--- src/rtl/mw_addsub_seq.sv ---
// rtl/mw_addsub_seq.sv - multi-word add/subtract sequencer driving an external 32-bit adder
module mw_addsub_seq #(
  parameter int NWORDS = 2,
  parameter int W      = 32
) (
  input  logic                clk,
  input  logic                rst_n,
  input  logic                req_valid,
  output logic                req_ready,
  input  logic                req_op,
  input  logic                req_cin,
  input  logic [NWORDS*W-1:0] req_a,
  input  logic [NWORDS*W-1:0] req_b,
  output logic                rsp_valid,
  input  logic                rsp_ready,
  output logic [NWORDS*W-1:0] rsp_z,
  output logic                rsp_carry,
  output logic                rsp_zero,
  output logic                rsp_overflow,
  output logic                rsp_negative,
  output logic [W-1:0]        alu_a,
  output logic [W-1:0]        alu_b,
  output logic [1:0]          alu_sel,
  output logic                alu_cin,
  output logic                alu_bin,
  input  logic [W-1:0]        alu_z,
  input  logic                alu_cout,
  input  logic                alu_bout,
  input  logic                alu_overflow
);

  localparam int ZW = NWORDS * W;
  localparam int IW = (NWORDS > 1) ? $clog2(NWORDS) : 1;

  localparam logic [1:0] S_IDLE = 2'd0;
  localparam logic [1:0] S_RUN  = 2'd1;
  localparam logic [1:0] S_DONE = 2'd2;

  logic [1:0]    state;
  logic [IW-1:0] idx;
  logic [ZW-1:0] a_reg;
  logic [ZW-1:0] b_reg;
  logic          op_reg;
  logic          carry_reg;
  logic [ZW-1:0] z_acc;
  logic [ZW-1:0] z_next;
  logic          run;
  logic          last;

  assign run       = (state == S_RUN);
  assign last      = (idx == IW'(NWORDS - 1));
  assign req_ready = (state == S_IDLE);
  assign rsp_valid = (state == S_DONE);

  always_comb begin
    alu_a   = '0;
    alu_b   = '0;
    alu_sel = 2'b00;
    alu_cin = 1'b0;
    alu_bin = 1'b0;
    if (run) begin
      alu_a   = a_reg[idx*W +: W];
      alu_b   = b_reg[idx*W +: W];
      alu_sel = op_reg ? 2'b10 : 2'b01;
      alu_cin = ~op_reg & carry_reg;
      alu_bin = op_reg & carry_reg;
    end
  end

  // Accumulator with the current adder word merged in, so flags see the final word too
  always_comb begin
    z_next = z_acc;
    z_next[idx*W +: W] = alu_z;
  end

  always_ff @(posedge clk) begin
    if (!rst_n) begin
      state        <= S_IDLE;
      idx          <= '0;
      a_reg        <= '0;
      b_reg        <= '0;
      op_reg       <= 1'b0;
      carry_reg    <= 1'b0;
      z_acc        <= '0;
      rsp_z        <= '0;
      rsp_carry    <= 1'b0;
      rsp_zero     <= 1'b0;
      rsp_overflow <= 1'b0;
      rsp_negative <= 1'b0;
    end else begin
      case (state)
        S_IDLE: begin
          if (req_valid) begin
            a_reg     <= req_a;
            b_reg     <= req_b;
            op_reg    <= req_op;
            carry_reg <= req_cin;
            idx       <= '0;
            state     <= S_RUN;
          end
        end
        S_RUN: begin
          z_acc     <= z_next;
          carry_reg <= op_reg ? alu_bout : alu_cout;
          if (last) begin
            idx          <= '0;
            rsp_z        <= z_next;
            rsp_zero     <= ~|z_next;
            rsp_negative <= alu_z[W-1];
            rsp_carry    <= op_reg ? alu_bout : alu_cout;
            rsp_overflow <= alu_overflow;
            state        <= S_DONE;
          end else begin
            idx <= idx + 1'b1;
          end
        end
        S_DONE: begin
          if (rsp_ready) begin
            state <= S_IDLE;
          end
        end
        default: state <= S_IDLE;
      endcase
    end
  end

endmodule

--- config.mk ---
export PLATFORM = sky130hd
export DESIGN_NAME = mw_addsub_seq
export DESIGN_NICKNAME = d
export VERILOG_FILES = /design/src/rtl/mw_addsub_seq.sv
export SDC_FILE = /design/constraint.sdc
export NUM_CORES = 1
export LEC_CHECK = 0
export CORE_UTILIZATION = 40
export DETAILED_ROUTE_END_ITERATION = 16
export GPL_ROUTABILITY_DRIVEN = 0
export HOLD_SLACK_MARGIN = 0.15
export PLACE_DENSITY = 0.69
export SLEW_MARGIN = 10
export SYNTH_ARGS = -nofsm -noshare
export SYNTH_HDL_FRONTEND = slang
export SYNTH_SLANG_ARGS = --single-unit
--- constraint.sdc ---
create_clock -name clk -period 1.8 [get_ports clk]
set_input_delay 0.36 -clock clk [delete_from_list [all_inputs] [get_ports clk]]
set_output_delay 0.36 -clock clk [all_outputs]
set_load 0.05 [all_outputs]
== Yosys cells after proc, flatten, opt, wreduce, memory -nomap -nowiden ==
Index checks and enable logic that the tools add are counted.
Operators by class
  reduce and logical (&&, ||, !) cells: 8
  bitwise operators: 3
  mux-type cells: 17
  $add $sub $neg: 2
  equal/unequal tests: 5
  shift operators: 4
Operator list (count)
  $shiftx A64 B7 Y32: 2
  $bwmux W64: 1
  $mux W32: 2
  $reduce_or A64 Y1: 1
  $shift A32 B34 Y64 const A: 1
  $shiftx A32 B34 Y64: 1
  $neg A6 Y34: 1
  $mux W2: 5
  $mux W1: 6
  $pmux W2 S3: 1
  $reduce_and A2 Y1: 3
  $ne A2 B2 Y1 const B: 2
  $pmux W1 S2: 2
  $reduce_and A3 Y1: 1
  $and A1 B1 Y1: 2
  $eq A2 B1 Y1 const B: 1
  $eq A2 B2 Y1 const B: 1
  $logic_not A2 Y1: 1
  $ne A2 B1 Y1 const B: 1
  $reduce_bool A2 Y1: 1
  $add A1 B1 Y1 const B: 1
  $logic_not A1 Y1: 1
  $not A1 Y1: 1
Storage, ports and cells
  flip-flop bits (word level): 265
  logic and storage cells: 51
  input port bits: 169
  output and inout bits: 138

== Longest topological paths before layout ==
Gate-level depths: netlist of run 1.
  word-level depth: 5
  depth in mapped cells: 8

== Worst setup path before layout of run 1 ==
No wires, ideal clock.
  path type: register to output
  start point: reg idx
  end point: out alu_a[23]
  arrival: 1.658 ns
  buffers on the path: 4
  stages on the path, launching flop included: 7
  setup slack: -0.218 ns
  cell sequence: dfxtp_1 -> buf_6 -> buf_4 -> buf_6 -> buf_4 -> mux2i_1 -> nor2_1
Between the ends
  word-level cells in the longest chain between the ends: 2
Ends and longest elaborated chain
  start: declaration: line 40  | logic [IW-1:0] idx;
  start signal: assignment: line 114  | idx <= idx + 1'b1;
  $shiftx A64 B7 Y32: line 62  | alu_a = a_reg[idx*W +: W];
  $mux W32: line 61  | if (run) begin
  end: declaration: line 21  | output logic [W-1:0] alu_a,
No other way between the ends.

== Worst setup path after layout of run 1 ==
  start point: reg state[0]
  end point: out alu_a[6]
Between the ends
  word-level cells in the longest chain between the ends: 2
Ends and longest elaborated chain
  start: declaration: line 39  | logic [1:0] state;
  start signal: assignment: line 78  | state <= S_IDLE;
  start signal: assignment: line 99  | state <= S_RUN;
  start signal: assignment: line 112  | state <= S_DONE;
  $eq A2 B1 Y1: line 50  | assign run = (state == S_RUN);
  $mux W32: line 61
No other way between the ends.

==> impl_results.md, run 1 <==
- Status: finished with violations
- Violated checks: setup timing
- Die Y: 167.1 um
- Initial antenna violation count: 0
- Clock-pin slew on the worst setup and hold paths: 0.06 ns
- Clock Sink Count: 262
- Mapped Cells: 1306
- VDD IR max: 0.5936 mV
- IO Port Bufs: 306
- CTS tree: yes
- Cell mode on critical path: buf_12
- Seq/Total Area, Yosys: 48.13%
- Sequential share of power: 43.7%
- DR iter-0 viols: 617
- Sw Share: 26.73%
- Minimum clock period: 2.119 ns
- PnR worst setup slack: -0.3188 ns
- Pwr dens: 863.6 nW/um2
- Most common cell after layout, fill and taps aside: nand2_1
- Placed cell count: 1915
- Asr flop ratio synth: 0%
- RSZ-0062 raised after global routing: true
- Endpoints failing hold: 0
- First-pass GRT wire length: 51010 um
- Post-Syn Area per Cell: 8.345 um2
- Post-synth top area cell: dfxtp_1
- DRC Markers: 0
- Layout Cells excl Fill: 1989
- Wirelength per Cell: 16.26 um
- Crit path cell chain: nand2b_4 > buf_4 > buf_12 > nor2_2 > buf_12
- Post-synth cell types: 33
- Clock Tree Root: clkbuf_16
- Synthesis-stage register bit count: 262
- Psw: 3856 uW
- # IOs: 307
- DP HPWL: 22270 um
- First-pass iteration count of the detailed router: 5
- Final slew viol count: 0
- Critical path launch point type: flop
- F_max: 0.4720 GHz
- Core Area: 26880 um2
- Maximum capacitance violations: 0
- Worst Hold Class: in -> reg
- Top delay family on crit path: buffers and inverters
- Logic gate share of total power: 18.4%
- Slew HR: 65.54%
- H-tree Lvls: 1
- Grt ovf: 0
- Final setup fails: 68
- Int Power: 10570 uW
- P_leak: 0.006101 uW
- Arr. time, crit path: 1.76 ns
- Crit path buffers/inverters: 3
- Fin Clk Skew: 0.009295 ns
- Measured slew at the worst slew-check pin: 0.5129 ns
- Fin crit share: 117.7%
- Clk pwr share: 37.9%
- # rows: 60
- Number of global-route vias before repair: 9614
- Largest net degree at the start of global routing: 113
- Post-synth EDFFs: 0
- DR vias: 9899
- CP max stage cell: dfxtp_4
- Die X: 167.1 um
- Worst-Skew Late Latency: 0.54 ns
- Yosys top cell area share: 48.13%
- Syn Nets: 1475
- Deepest clock path buffer count: 3
- Nets: 1798
- Post-route ant nets: 0
- Crit-path max FO: 6
- ANT cells: 0
- Util after Layout: 62.16%
- CTS Buf Count: 29
- Mapped Area: 10900 um2
- Ranking of synthesized cells by area: dfxtp_1 48%, nand2_1 17%, a21boi_0 15%, mux2i_1 6.2%, a21boi_1 3.3%
- Layout cell share with drive strength beyond 1: 23.67%
- Initial Util: 40.55%
- Critical Setup Path Class: reg -> out
- Routed WL: 32350 um
- DIE AREA: 27910 um2
- Crit path capture type: output port
- Main synth FF type: dfxtp_1
- Commonest non-fill, non-tap cells in the layout: 486 x nand2_1, 259 x dfxtp_1, 211 x a21boi_0
- Total GRT Usage: 22.68%
- Crit path largest cell delay: 0.43 ns
- Post-route setup TNS: -17.90 ns
- Area delta synth->final: 53.29%
- Via density: 4.977
- Required time worst endpoint: 1.44 ns
- Yosys warning count: 0
repair_timing:
item | 4_1_cts | 5_1_grt
endpoints found under the hold margin | 1 | 0
pin swaps | 4 | 3
setup buffers | 18 | 2
gates cloned | 3 | 0
resized for setup | 98 | 23
endpoints found under the setup margin | 69 | 71
hold buffers | 1 | 0
layer usage:
metal  track usage [%]  share of wire, %
met4             6.481               2.8
met2             37.75                48
met5                 0                 0
met3             5.062               6.2
met1             29.34                43
layout make-up:
class	count	area, um2
fillers	2334	10170
repair buffers	391	4290
well taps	341	426.7
multi-input cells	944	5857
flip-flops and latches	262	5256
clock inverters	4	22.52
clock buffers	46	849.6
inverters	1	3.754
synth_stat cells (3+ instances only):
master and count:
a21boi_0 211, a21boi_1 48, buf_2 27, buf_4 12, buf_6 14, clkbuf_1 47, dfxtp_1 262, mux2i_1 67
nand2_1 487, nand2b_1 3, nand3_1 5, nand4_1 3, nor2_1 71, nor2b_1 3, nor3_1 5, nor4_1 17
path summary, 6_finish.rpt:
| check | startpoint | to | slack (ns) | depth (start not counted) |
|---|---|---|---|---|
| max reg2reg | idx | rsp_zero | 0.09 | 7 |
| min | req_a[16] | a_reg[16] | 0.36 | 3 |
| min reg2reg | a_reg[2] | a_reg[2] | 0.45 | 2 |
| max | state[0] | alu_a[6] | -0.32 | 5 |
worst reg2reg max path, cell delays in order, from the launching register on:
cell,delay [ns]
dfxtp_4,0.40
buf_4,0.18
buf_4,0.19
nor4_1,0.29
nand2_1,0.12
o41ai_2,0.21
nand4_1,0.13
o21ai_1,0.13
logic make-up after synthesis:
family | share of synthesized area (%)
AO/OA/AOI/OAI | 18.44
AND/OR/NAND/NOR | 22.11
multiplexers | 6.154
flip-flops | 48.13
buffers and inverters | 5.166
power groups by stage:
stage / clock network (uW) / logic [uW] / registers [uW]
2_1_floorplan: 0 / 1290 / 6410
3_3_place_gp: 0 / 2360 / 6380
3_5_place_dp: 0 / 2380 / 6390
4_1_cts: 5570 / 2640 / 6290
5_1_grt: 5810 / 2840 / 6340
6_report: 5460 / 2660 / 6300
metrics by stage:
step	power (uW)	cell area (um2)	worst slack, ns	hold WS (ns)
6_report	14430	16710	-0.3188	0.3637
5_1_grt	14990	16710	-0.3920	0.3701
4_1_cts	14500	16560	-0.3347	0.3498
3_5_place_dp	8768	15040	-0.04053	0.4448
3_3_place_gp	8741	15040	0.04260	0.4397
2_1_floorplan	7699	11200	-0.02580	0.4344
Note: power is estimated with default switching activity, not from simulation.
==> run 2: changes to the inputs <==
Settings changed: PLACE_DENSITY 0.69 to 0.78, REMOVE_ABC_BUFFERS set to 1, TNS_END_PERCENT set to 10.
==> impl_results.md, run 2 (same netlist as run 1, synthesis figures left out) <==
- Crit-path max FO: 6 (unchanged)
- First-pass GRT wire length: 50010 um (-2.0%)
- Core Area: 26880 um2 (unchanged)
- Endpoints failing hold: 0 (unchanged)
- DIE AREA: 27910 um2 (unchanged)
- Placed cell count: 1923 (+0.42%)
- Cell mode on critical path: buf_12
- IO Port Bufs: 306 (unchanged)
- Clock Tree Root: clkbuf_16
- RSZ-0062 raised after global routing: true
- Placed instance area: 15050 um2 (about the same)
- Slew HR: 49.80% (-16 points)
- Initial Util: 40.55% (unchanged)
- Die Y: 167.1 um (unchanged)
- Clock Sink Count: 262 (unchanged)
- Post-route ant nets: 0 (unchanged)
- Measured slew at the worst slew-check pin: 0.7531 ns (+0.2402 ns)
- Crit path buffers/inverters: 3 (unchanged)
- Status: finished with violations
- Total GRT Usage: 21.98% (-0.71 points)
- DP HPWL: 21670 um (-2.7%)
- Routed WL: 31880 um (-1.4%)
- P_leak: 0.006184 uW (+1.4%)
- # rows: 60 (unchanged)
- DRC Markers: 0 (unchanged)
- Initial antenna violation count: 1 (+1)
- Pwr dens: 895.1 nW/um2 (+3.6%)
- Required time worst endpoint: 1.44 ns (about the same)
- Die X: 167.1 um (unchanged)
- Clock-pin slew on the worst setup and hold paths: 0.06 ns (about the same)
- Hold slack: 0.3582 ns (-0.005564 ns)
- Crit path largest cell delay: 0.38 ns (-0.05 ns)
- CP max stage cell: dfxtp_4
- Power after layout: 15110 uW (+4.7%)
- ANT cells: 0 (unchanged)
- F_max: 0.4793 GHz (+1.6%)
- Grt ovf: 0 (unchanged)
- Fin Clk Skew: 0.02667 ns (+0.01737 ns)
- Maximum capacitance violations: 0 (unchanged)
- Top delay family on crit path: buffers and inverters
- Worst Hold Class: in -> reg
- Layout Cells excl Fill: 1981 (-0.40%)
- Final setup fails: 69 (+1.5%)
- DR vias: 9956 (+0.58%)
- Most common cell after layout, fill and taps aside: nand2_1
- H-tree Lvls: 1 (unchanged)
- VDD IR max: 0.6329 mV (+6.6%)
- Nets: 1788 (-0.56%)
- Design area: 16880 um2 (+1.0%)
- Arr. time, crit path: 1.73 ns (-0.03 ns)
- Number of global-route vias before repair: 9800 (+1.9%)
- PnR worst setup slack: -0.2864 ns (+0.03239 ns)
- DR iter-0 viols: 628 (+1.8%)
- Deepest clock path buffer count: 3 (unchanged)
- Worst-Skew Late Latency: 0.55 ns (about the same)
- Final slew viol count: 0 (unchanged)
- First-pass iteration count of the detailed router: 4 (-1)
- CTS tree: yes
- Violated checks: setup timing
- Largest net degree at the start of global routing: 191 (+69%)
- Via density: 5.026 (+0.98%)
- CTS Buf Count: 28 (-3.4%)
- Critical path launch point type: flop
- Minimum clock period: 2.086 ns (-0.03239 ns)
- # hold bufs at CTS: 0 (-1)
- # IOs: 307 (unchanged)
- Critical Setup Path Class: reg -> out
- Fin crit share: 115.9% (-1.8 points)
- Layout cell share with drive strength beyond 1: 23.23% (-0.43 points)
- Crit path capture type: output port
- Util after Layout: 62.79% (+0.63 points)
- Area delta synth->final: 54.86%
- Crit path cell chain: buf_12 > clkbuf_16 > mux2i_1 > nor2_2 > buf_12
- Commonest non-fill, non-tap cells in the layout: 487 x nand2_1, 259 x dfxtp_1, 211 x a21boi_0
- Wirelength per Cell: 16.09 um (-1.0%)
==> run 2: cell types whose count changed in the layout (fill, tap and decap cells not counted), moves of 16 or more <==
cell     change
buf_6       -21
nor2_2      +34
buf_4       -16
nor2_4      -33
mux2i_2     -20
buf_12      +28
==> run 2: worst register-to-register path: stages (launching register included) <==
cell     delay, ns
dfxtp_4       0.37
buf_12        0.15
buf_4         0.14
buf_4         0.16
nor4_2        0.27
nand2_1       0.09
o41ai_2       0.26
nand4_1       0.18
o21ai_1       0.16
==> run 2: timing repair <==
item / 4_1_cts / 5_1_grt
pin swaps: 4 / 2
gates cloned: 1 / 2
resized for setup: 138 / 37
buffers inserted: 6 / 0
setup endpoints to repair: 73 / 70
==> run 2: power by group <==
group	leakage [uW]	total, uW	switching, uW	internal (uW)
registers	0.00214	6300	208	6090
logic	0.00354	2620	1330	1290
clock network	0.000507	6190	2410	3780
total	0.00618	15100	3950	11200
==> run 2: final timing paths <==
path | startpoint | cells past startpoint | slack (ns) | end
setup / recovery | idx | 5 | -0.29 | alu_a[26]
hold / removal | req_a[6] | 3 | 0.36 | a_reg[6]
setup reg to reg | idx | 8 | -0.04 | rsp_zero
hold reg to reg | a_reg[7] | 2 | 0.45 | a_reg[7]
==> run 2: layout make-up <==
type	instances	area, um2
fill	2141	10000
multi-input combinational	943	5670
sequential	262	5254
timing repair buffer	383	4517
clock buffer	33	769.5
tap	341	426.7
clock inverter	18	235.2
inverter	1	3.754
==> run 2: through the flow <==
stage / TNS [ns] / worst slack, ns
floorplan: -697.87 / -2.964
global route: -20.01 / -0.3429
detailed placement: -0.4239 / -0.1744
CTS: -17.21 / -0.2930
global placement: -0.09741 / -0.09741
finish: -16.24 / -0.2864
==> run 2: metal layers <==
metal	track usage (%)	share of wire [%]
met5	0	0.050
met4	6.320	2.5
met3	6.725	8.2
met2	38.40	49
met1	25.76	40
==> run 3: changes to the inputs <==
Settings changed: CTS_CLUSTER_SIZE set to 20, HOLD_SLACK_MARGIN 0.15 to unset.
==> results of run 3 <==
Same layout as run 2: the final DEF is identical, and so are final timing and power.
